**src/rtl/link_scheduler_pkg.sv**
```systemverilog
// Shared types for the link scheduler: direction, message types, frame layout and FSM states.
package link_scheduler_pkg;

  typedef enum logic [1:0] {
    DIR_UP    = 2'd0,
    DIR_RIGHT = 2'd1,
    DIR_DOWN  = 2'd2,
    DIR_LEFT  = 2'd3
  } direction;

  typedef enum logic [1:0] {
    START = 2'd0,
    SEED  = 2'd1,
    DIR   = 2'd2,
    HB    = 2'd3
  } msg_type;

  typedef enum logic [1:0] {
    S_IDLE,
    S_SEND,
    S_WAIT_ACK,
    S_WAIT_DONE
  } sched_state;

  localparam logic [3:0] FRAME_HDR = 4'hA;
  localparam int         FRAME_LEN = 3;

  typedef logic [FRAME_LEN-1:0][7:0] frame_t;

endpackage

```
**src/rtl/link_scheduler_if.sv**
```systemverilog
// Byte handshake between the link scheduler and the uart_tx byte sender.
interface link_if;
  logic       tx_start;
  logic [7:0] tx_data;
  logic       tx_busy;

  modport master (output tx_start, output tx_data, input tx_busy);
  modport slave  (input tx_start, input tx_data, output tx_busy);
endinterface

```
**src/rtl/link_scheduler_watchdog.sv**
```systemverilog
// Receive-side watchdog: counts cycles since the last good frame and raises a sticky con_error.
module link_watchdog
  import link_scheduler_pkg::*;
#(
  parameter int TIMEOUT_CYCLES = 37_500_000
) (
  input  logic clk,
  input  logic rst,
  input  logic link_en,
  input  logic rx_frame_valid,
  input  logic err_clear,
  output logic con_error
);
  localparam int CNT_W = $clog2(TIMEOUT_CYCLES + 1);
  localparam logic [CNT_W-1:0] LIMIT = CNT_W'(TIMEOUT_CYCLES);

  logic [CNT_W-1:0] cnt, cnt_inc;
  logic             timeout;

  // Saturating increment; timeout fires on the edge the count lands on the limit.
  assign cnt_inc = (cnt == LIMIT) ? cnt : cnt + 1'b1;
  assign timeout = link_en && !rx_frame_valid && (cnt_inc == LIMIT);

  always_ff @(posedge clk) begin
    if (rst) begin
      cnt       <= '0;
      con_error <= 1'b0;
    end else begin
      if (!link_en || rx_frame_valid || (err_clear && timeout)) cnt <= '0;
      else                                                      cnt <= cnt_inc;
      if (err_clear)    con_error <= 1'b0;
      else if (timeout) con_error <= 1'b1;
    end
  end

endmodule

```
**src/rtl/link_scheduler.sv**
```systemverilog
// Arbitrates seed/start/dir/heartbeat messages onto the single uart_tx byte sender as
// 3-byte frames, and hosts the receive-side link watchdog.
module link_scheduler
  import link_scheduler_pkg::*;
#(
  parameter int HB_CYCLES      = 7_500_000,
  parameter int TIMEOUT_CYCLES = 37_500_000
) (
  input  logic       clk,
  input  logic       rst,
  input  logic       link_en,
  input  logic       seed_rdy,
  input  logic [4:0] seed_x,
  input  logic [4:0] seed_y,
  input  logic       start_req,
  input  logic       dir_tick,
  input  direction   dir,
  input  logic       rx_frame_valid,
  input  logic       err_clear,
  link_if.master     tx,
  output logic       frame_busy,
  output logic       frame_sent,
  output logic       con_error
);
  localparam int              HB_W     = $clog2(HB_CYCLES + 1);
  localparam logic [HB_W-1:0] HB_LAST  = HB_W'(HB_CYCLES - 1);
  localparam logic [1:0]      LAST_IDX = 2'(FRAME_LEN - 1);

  sched_state      state, state_d;
  logic            p_seed, p_start, p_dir, p_hb, any_pend;
  logic [4:0]      seed_x_q, seed_y_q;
  frame_t          frame_q, frame_d;
  logic [1:0]      idx, idx_d;
  logic [HB_W-1:0] hb_cnt;
  logic            hb_count_en, hb_hit, select;
  msg_type         sel_type;
  logic            tx_start_d, frame_sent_d, frame_busy_d;
  logic [7:0]      tx_data_d;

  function automatic frame_t build_frame(msg_type t, logic [4:0] sx, logic [4:0] sy, direction d);
    frame_t f;
    f    = '0;
    f[0] = {FRAME_HDR, 2'b00, t};
    case (t)
      SEED: begin
        f[1] = {3'b000, sx};
        f[2] = {3'b000, sy};
      end
      DIR:     f[1] = {6'b000000, d};
      default: ;
    endcase
    return f;
  endfunction

  assign any_pend    = p_seed | p_start | p_dir | p_hb;
  assign hb_count_en = link_en && (state == S_IDLE) && !any_pend && !frame_sent;
  assign hb_hit      = hb_count_en && (hb_cnt == HB_LAST);

  always_ff @(posedge clk) begin
    if (rst) begin
      state          <= S_IDLE;
      idx            <= '0;
      tx.tx_start    <= 1'b0;
      tx.tx_data     <= 8'h00;
      frame_busy     <= 1'b0;
      frame_sent     <= 1'b0;
    end else begin
      state          <= state_d;
      idx            <= idx_d;
      tx.tx_start    <= tx_start_d;
      tx.tx_data     <= tx_data_d;
      frame_busy     <= frame_busy_d;
      frame_sent     <= frame_sent_d;
    end
    frame_q <= frame_d;
  end

  always_comb begin
    state_d = state;
    unique case (state)
      S_IDLE:      if (any_pend && !tx.tx_busy) state_d = S_SEND;
      S_SEND:      state_d = S_WAIT_ACK;
      S_WAIT_ACK:  if (tx.tx_busy) state_d = S_WAIT_DONE;
      S_WAIT_DONE: if (!tx.tx_busy) state_d = (idx == LAST_IDX) ? S_IDLE : S_SEND;
      default:     state_d = S_IDLE;
    endcase
  end

  // Frame contents are frozen at selection; dir is sampled here, not at request time.
  always_comb begin
    sel_type = HB;
    if (p_seed)       sel_type = SEED;
    else if (p_start) sel_type = START;
    else if (p_dir)   sel_type = DIR;
    select  = (state == S_IDLE) && (state_d == S_SEND);
    frame_d = select ? build_frame(sel_type, seed_x_q, seed_y_q, dir) : frame_q;
    idx_d   = idx;
    if (select)                                           idx_d = '0;
    else if ((state == S_WAIT_DONE) && (state_d == S_SEND)) idx_d = idx + 1'b1;
    tx_start_d   = (state_d == S_SEND);
    tx_data_d    = tx_start_d ? frame_d[idx_d] : 8'h00;
    frame_sent_d = (state == S_WAIT_DONE) && (state_d == S_IDLE);
    frame_busy_d = (state_d != S_IDLE);
  end

  // A request landing on its own selection edge wins over the clear.
  always_ff @(posedge clk) begin
    if (rst) begin
      p_seed  <= 1'b0;
      p_start <= 1'b0;
      p_dir   <= 1'b0;
      p_hb    <= 1'b0;
      hb_cnt  <= '0;
    end else begin
      p_seed  <= seed_rdy  | (p_seed  & ~(select && (sel_type == SEED)));
      p_start <= start_req | (p_start & ~(select && (sel_type == START)));
      p_dir   <= dir_tick  | (p_dir   & ~(select && (sel_type == DIR)));
      p_hb    <= hb_hit    | (p_hb    & ~(select && (sel_type == HB)));
      if (!link_en || frame_sent || hb_hit) hb_cnt <= '0;
      else if (hb_count_en)                 hb_cnt <= hb_cnt + 1'b1;
    end
    if (seed_rdy) begin
      seed_x_q <= seed_x;
      seed_y_q <= seed_y;
    end
  end

  link_watchdog #(.TIMEOUT_CYCLES(TIMEOUT_CYCLES)) u_watchdog (
    .clk            (clk),
    .rst            (rst),
    .link_en        (link_en),
    .rx_frame_valid (rx_frame_valid),
    .err_clear      (err_clear),
    .con_error      (con_error)
  );

endmodule

```
**src/flat_wrapper.sv**
```systemverilog
// flat-port wrapper written by rule: the top's interface ports become plain ports
module link_scheduler_flat import link_scheduler_pkg::*;
#(
  parameter int HB_CYCLES      = 7_500_000,
  parameter int TIMEOUT_CYCLES = 37_500_000
)
  (clk, rst, link_en, seed_rdy, seed_x, seed_y, start_req, dir_tick, dir, rx_frame_valid, err_clear, frame_busy, frame_sent, con_error, tx_tx_start, tx_tx_data, tx_tx_busy);
  link_if tx_i ();
  input  logic clk;
  input  logic rst;
  input  logic link_en;
  input  logic seed_rdy;
  input  logic [4:0] seed_x;
  input  logic [4:0] seed_y;
  input  logic start_req;
  input  logic dir_tick;
  input  direction dir;
  input  logic rx_frame_valid;
  input  logic err_clear;
  output logic frame_busy;
  output logic frame_sent;
  output logic con_error;
  output wire logic [$bits(tx_i.tx_start)-1:0] tx_tx_start;
  output wire logic [$bits(tx_i.tx_data)-1:0] tx_tx_data;
  input wire logic [$bits(tx_i.tx_busy)-1:0] tx_tx_busy;
  assign tx_tx_start = tx_i.tx_start;
  assign tx_tx_data = tx_i.tx_data;
  assign tx_i.tx_busy = tx_tx_busy;
  link_scheduler #(.HB_CYCLES(HB_CYCLES), .TIMEOUT_CYCLES(TIMEOUT_CYCLES)) u_core (.clk(clk), .rst(rst), .link_en(link_en), .seed_rdy(seed_rdy), .seed_x(seed_x), .seed_y(seed_y), .start_req(start_req), .dir_tick(dir_tick), .dir(dir), .rx_frame_valid(rx_frame_valid), .err_clear(err_clear), .tx(tx_i), .frame_busy(frame_busy), .frame_sent(frame_sent), .con_error(con_error));
endmodule
```
**config.mk**
```make
export PLATFORM = sky130hd
export DESIGN_NAME = link_scheduler_flat
export DESIGN_NICKNAME = d
export VERILOG_FILES = /design/src/rtl/link_scheduler_pkg.sv /design/src/rtl/link_scheduler_if.sv /design/src/rtl/link_scheduler_watchdog.sv /design/src/rtl/link_scheduler.sv /design/src/flat_wrapper.sv
export SDC_FILE = /design/constraint.sdc
export NUM_CORES = 1
export LEC_CHECK = 0
export CAP_MARGIN = 25
export CORE_AREA = 2 2 128 130
export DETAILED_ROUTE_END_ITERATION = 10
export DIE_AREA = 0 0 130 132
export PLACE_DENSITY = 0.51
export SETUP_SLACK_MARGIN = 0.2
export SYNTH_ARGS = -nofsm -noshare
export SYNTH_HDL_FRONTEND = slang
export SYNTH_SLANG_ARGS = --single-unit
```
**constraint.sdc**
```tcl
create_clock -name clk -period 2.45 [get_ports clk]
set_input_delay 0.3675 -clock clk [delete_from_list [all_inputs] [get_ports clk]]
set_output_delay 0.3675 -clock clk [all_outputs]
set_load 0.03 [all_outputs]
```
==> metrics.txt <==
# TYPE chip_impl_metric gauge
chip_impl_info{name="run_status",value="finished, final reports clean"} 1
chip_impl_metric{name="grt_antenna_before_repair",unit=""} 0
chip_impl_metric{name="slew_headroom",unit="%"} 59.1
chip_impl_metric{name="mappedNetlistArea",unit="µm²"} 4680
chip_impl_metric{name="postSynthRegisterBits",unit=""} 103
chip_impl_info{name="yosys.area.top_type",value="sky130_fd_sc_hd__dfxtp_1"} 1
chip_impl_metric{name="max_clock_freq",unit="GHz"} 0.432
chip_impl_metric{name="overflow",unit=""} 0
chip_impl_metric{name="grt_usage",unit="%"} 13.4
chip_impl_metric{name="final-max-slew-violation-count",unit=""} 0
chip_impl_metric{name="drtIter0Drc",unit=""} 209
chip_impl_metric{name="synth.lib_cells_used.distinct",unit=""} 53
chip_impl_metric{name="internal-power",unit="mW"} 2.69
chip_impl_info{name="path_class",value="reg2reg"} 1
chip_impl_info{name="cts.root.buffer_cell",value="sky130_fd_sc_hd__clkbuf_16"} 1
chip_impl_metric{name="die_height",unit="µm"} 132
chip_impl_metric{name="worst-slew-pin-transition",unit="ns"} 0.608
chip_impl_metric{name="arrival",unit="ns"} 2.53
chip_impl_metric{name="num_antenna_cells",unit=""} 0
chip_impl_metric{name="drc_errors",unit=""} 0
chip_impl_info{name="synth-main-ff-cell",value="sky130_fd_sc_hd__dfxtp_1"} 1
chip_impl_info{name="post-synth-top-count-cell",value="sky130_fd_sc_hd__dfxtp_1"} 1
chip_impl_metric{name="timing.final.crit_share",unit="%"} 94.4
chip_impl_metric{name="via_count",unit=""} 3928
chip_impl_info{name="cts_tree",value="done"} 1
chip_impl_metric{name="clock_latency",unit="ns"} 0.35
chip_impl_metric{name="wl_per_cell",unit="µm"} 13.2
chip_impl_metric{name="netlist.area_leader.share",unit="%"} 39.7
chip_impl_metric{name="post-layout-total-power",unit="mW"} 3.52
chip_impl_metric{name="drive_above_1_share",unit="%"} 25.2
chip_impl_metric{name="setup_viol",unit=""} 0
chip_impl_metric{name="switching_share",unit="%"} 23.4
chip_impl_metric{name="finalHoldViolCount",unit=""} 0
chip_impl_metric{name="post_cts_hold_buffer_count",unit=""} 0
chip_impl_metric{name="placementRows",unit=""} 46
chip_impl_metric{name="fillers",unit=""} 1525
chip_impl_metric{name="drt-vias-per-instance",unit=""} 4.64
chip_impl_metric{name="first_global_vias",unit=""} 3716
chip_impl_metric{name="cts.sinks",unit=""} 103
chip_impl_metric{name="vdd_ir_drop_max",unit="µV"} 327
chip_impl_metric{name="start_util",unit="%"} 29.8
chip_impl_metric{name="timing.hold.worst_path_depth",unit=""} 2
chip_impl_info{name="min_delay_worst_type",value="reg2reg"} 1
chip_impl_metric{name="synth_seq_area_share",unit="%"} 46.2
chip_impl_metric{name="synth_edf_count",unit=""} 10
chip_impl_info{name="post_synth_main_area_contributors",value="sky130_fd_sc_hd__dfxtp_1 40%, sky130_fd_sc_hd__edfxtp_1 6.4%, sky130_fd_sc_hd__nor2_1 6.0%"} 1
chip_impl_metric{name="die_width",unit="µm"} 130
chip_impl_metric{name="power.share.clock",unit="%"} 40.4
chip_impl_metric{name="switching_power",unit="mW"} 0.824
chip_impl_metric{name="critical_path_required",unit="ns"} 2.67
chip_impl_metric{name="design.core.area",unit="µm²"} 15700
chip_impl_metric{name="fin_skew",unit="ns"} 0.00784
chip_impl_metric{name="p_comb_share",unit="%"} 8.5
chip_impl_metric{name="reg2regPathDepth",unit=""} 9
chip_impl_metric{name="final_nets",unit=""} 653
chip_impl_metric{name="detail-route-antenna-nets",unit=""} 0
chip_impl_metric{name="hold_ws",unit="ns"} 0.438
chip_impl_info{name="worst_setup_end_kind",value="flip-flop"} 1
chip_impl_metric{name="maximum_number_of_pins_on_one_net_before_global_route_repair",unit=""} 27
chip_impl_metric{name="power.share.sequential",unit="%"} 51.1
chip_impl_metric{name="power_per_cell_area",unit="nW/µm²"} 554
chip_impl_metric{name="drt_first_pass_iters",unit=""} 5
chip_impl_metric{name="ioPinCount",unit=""} 33
chip_impl_metric{name="die_area",unit="µm²"} 17200
chip_impl_metric{name="pre_cts_ws",unit="ns"} -0.213
chip_impl_metric{name="synthArstFlopShare",unit="%"} 0
chip_impl_metric{name="cts-buffers-inserted",unit=""} 9
chip_impl_metric{name="cells_after_synth",unit=""} 527
chip_impl_metric{name="max-cap-violations",unit=""} 0
chip_impl_metric{name="cts_clock_pin_slew_for_the_worst_setup_and_hold_paths",unit="ns"} 0.07
chip_impl_metric{name="power_leakage",unit="nW"} 2.40
chip_impl_metric{name="routabilityCongestion",unit=""} 0.826
chip_impl_metric{name="final_critical_path_setup_slack",unit="ns"} 0.137
chip_impl_metric{name="route.final.wire_length",unit="µm"} 11200
chip_impl_metric{name="htreeDepth",unit=""} 3
chip_impl_info{name="crit_path_start_kind",value="flip-flop"} 1
chip_impl_metric{name="clock_tree.buffer_depth",unit=""} 2
chip_impl_metric{name="syn_avg_cell_area",unit="µm²"} 8.89
chip_impl_metric{name="synth_nets",unit=""} 555
chip_impl_info{name="rsz0062_at_grt",value="yes"} 1
chip_impl_metric{name="path_max_fanout",unit=""} 5
chip_impl_metric{name="areaGrowthSynthToFinish",unit="%"} 35.6
chip_impl_metric{name="port-buffer-count",unit=""} 32
chip_impl_metric{name="synth_warnings",unit=""} 0
chip_impl_metric{name="grt_first_pass_wirelength",unit="µm"} 18100
chip_impl_metric{name="dp.final_hpwl",unit="µm"} 7950
chip_impl_metric{name="finalWorstPathRequiredPeriod",unit="ns"} 2.31
chip_impl_metric{name="design_area",unit="µm²"} 6350
chip_impl_info{name="synth.cells.most_frequent",value="93 x sky130_fd_sc_hd__dfxtp_1, 75 x sky130_fd_sc_hd__nor2_1, 55 x sky130_fd_sc_hd__nand2_1, 26 x sky130_fd_sc_hd__nand3_1, 26 x sky130_fd_sc_hd__xor2_1"} 1
chip_impl_metric{name="post_dp_cell_area",unit="µm²"} 5630
==> power by group through the flow <==
stage                     logic (mW)  clock network [mW]  registers, mW
after floorplan                0.146                   0           1.85
after global placement         0.291                   0           1.84
after detailed placement       0.294                   0           1.84
final                          0.299                1.42           1.80
after CTS                      0.301                1.48           1.80
after global routing           0.336                1.53           1.80
==> stage by stage <==
step           util, %  cells  TNS, ns
6_report          40.4    846        0
5_1_grt           40.4    846        0
4_1_cts           38.7    833        0
3_5_place_dp      35.8    806    -1.94
3_3_place_gp      35.8    806    -1.39
2_1_floorplan        -    527        0
==> sequential cells by signal, summed over array words and instances, names as in the netlist, 2 cells and up <==
signal                 flops
u_core.frame_q            24
u_core.u_watchdog.cnt     26
u_core.state               2
u_core.tx.tx_data          8
u_core.seed_x_q            5
u_core.seed_y_q            5
u_core.idx                 2
u_core.hb_cnt             23
==> layout by cell type (no fill, tap or decap), types with 4 or more instances in the layout <==
| cell type | instances |
|---|---|
| sky130_fd_sc_hd__dfxtp_1 | 82 |
| sky130_fd_sc_hd__buf_4 | 77 |
| sky130_fd_sc_hd__nor2_1 | 70 |
| sky130_fd_sc_hd__nand2_1 | 55 |
| sky130_fd_sc_hd__clkdlybuf4s50_1 | 31 |
| sky130_fd_sc_hd__nand3_1 | 24 |
| sky130_fd_sc_hd__xor2_1 | 24 |
| sky130_fd_sc_hd__xnor2_1 | 19 |
| sky130_fd_sc_hd__a21oi_1 | 18 |
| sky130_fd_sc_hd__nand4_1 | 18 |
| sky130_fd_sc_hd__nor3_1 | 14 |
| sky130_fd_sc_hd__and2_1 | 14 |
| sky130_fd_sc_hd__edfxtp_1 | 10 |
| sky130_fd_sc_hd__inv_1 | 9 |
| sky130_fd_sc_hd__o21ai_0 | 9 |
| sky130_fd_sc_hd__clkbuf_16 | 9 |
| sky130_fd_sc_hd__nand2b_1 | 7 |
| sky130_fd_sc_hd__and3_1 | 7 |
| sky130_fd_sc_hd__nor4_4 | 7 |
| sky130_fd_sc_hd__dfxtp_2 | 7 |
| sky130_fd_sc_hd__ha_1 | 6 |
| sky130_fd_sc_hd__nor3_2 | 5 |
| sky130_fd_sc_hd__o21a_1 | 5 |
| sky130_fd_sc_hd__mux2i_1 | 5 |
| sky130_fd_sc_hd__or2_2 | 4 |
| sky130_fd_sc_hd__and4_1 | 4 |
| sky130_fd_sc_hd__nor2_2 | 4 |
| sky130_fd_sc_hd__dfxtp_4 | 4 |
==> layout make-up <==
type	instances	area [µm²]	share of cell area (%)
Tap cell	216	270	4.26
Sequential cell	103	2190	34.4
Timing Repair Buffer	115	991	15.6
Clock inverter	7	63.8	1.00
Clock buffer	9	225	3.55
Inverter	10	37.5	0.591
Multi-Input combinational cell	386	2580	40.6
==> logic make-up (layout without fill, tap and decap cells) <==
group,after synthesis,count (layout),synth area share (%)
flops,103,103,46.2
simple gates,272,272,31.2
compound gates,54,54,7.13
buf+inv,38,141,3.50
mux,6,6,1.39
xor+xnor,47,47,8.79
fa+ha+maj,7,7,1.87
==> layer usage <==
metal	routed length [µm]	track usage, %	share of wire (%)	up-vias
li1	-	-	-	2015
met1	5640	18.8	50	1841
met2	4960	19.5	44	60
met3	408	4.02	3.7	12
met4	172	4.24	1.5	0
met5	0	0	0	-
==> timing repair <==
item                       4_1_cts  5_1_grt
resized for setup               22       38
gates cloned                     0        0
buffers inserted                11       13
pin swaps                       18       21
setup endpoints to repair       19       18
hold endpoints to repair         0        0
==> worst paths after layout <==
| check | startpoint | end | slack [ns] |
|---|---|---|---|
| max | u_core.u_watchdog.cnt[7]$_SDFF_PP0_ | u_core.u_watchdog.cnt[13]$_SDFF_PP0_ | 0.14 |
| min | u_core.frame_q[17]$_DFF_P_ | u_core.frame_q[17]$_DFF_P_ | 0.44 |
| max reg2reg | u_core.u_watchdog.cnt[7]$_SDFF_PP0_ | u_core.u_watchdog.cnt[13]$_SDFF_PP0_ | 0.14 |
| min reg2reg | u_core.frame_q[17]$_DFF_P_ | u_core.frame_q[17]$_DFF_P_ | 0.44 |
==> worst max-delay path, cell delays in order (launching register included) <==
cell and delay, ns:
sky130_fd_sc_hd__dfxtp_2 0.41, sky130_fd_sc_hd__nand3_2 0.20, sky130_fd_sc_hd__buf_4 0.19, sky130_fd_sc_hd__nor4_1 0.37, sky130_fd_sc_hd__nand2_1 0.10, sky130_fd_sc_hd__o22ai_1 0.19
sky130_fd_sc_hd__nand3_2 0.15, sky130_fd_sc_hd__nor4_4 0.33, sky130_fd_sc_hd__buf_4 0.19, sky130_fd_sc_hd__nor3b_1 0.05
Power figures use the tool's default switching activity.
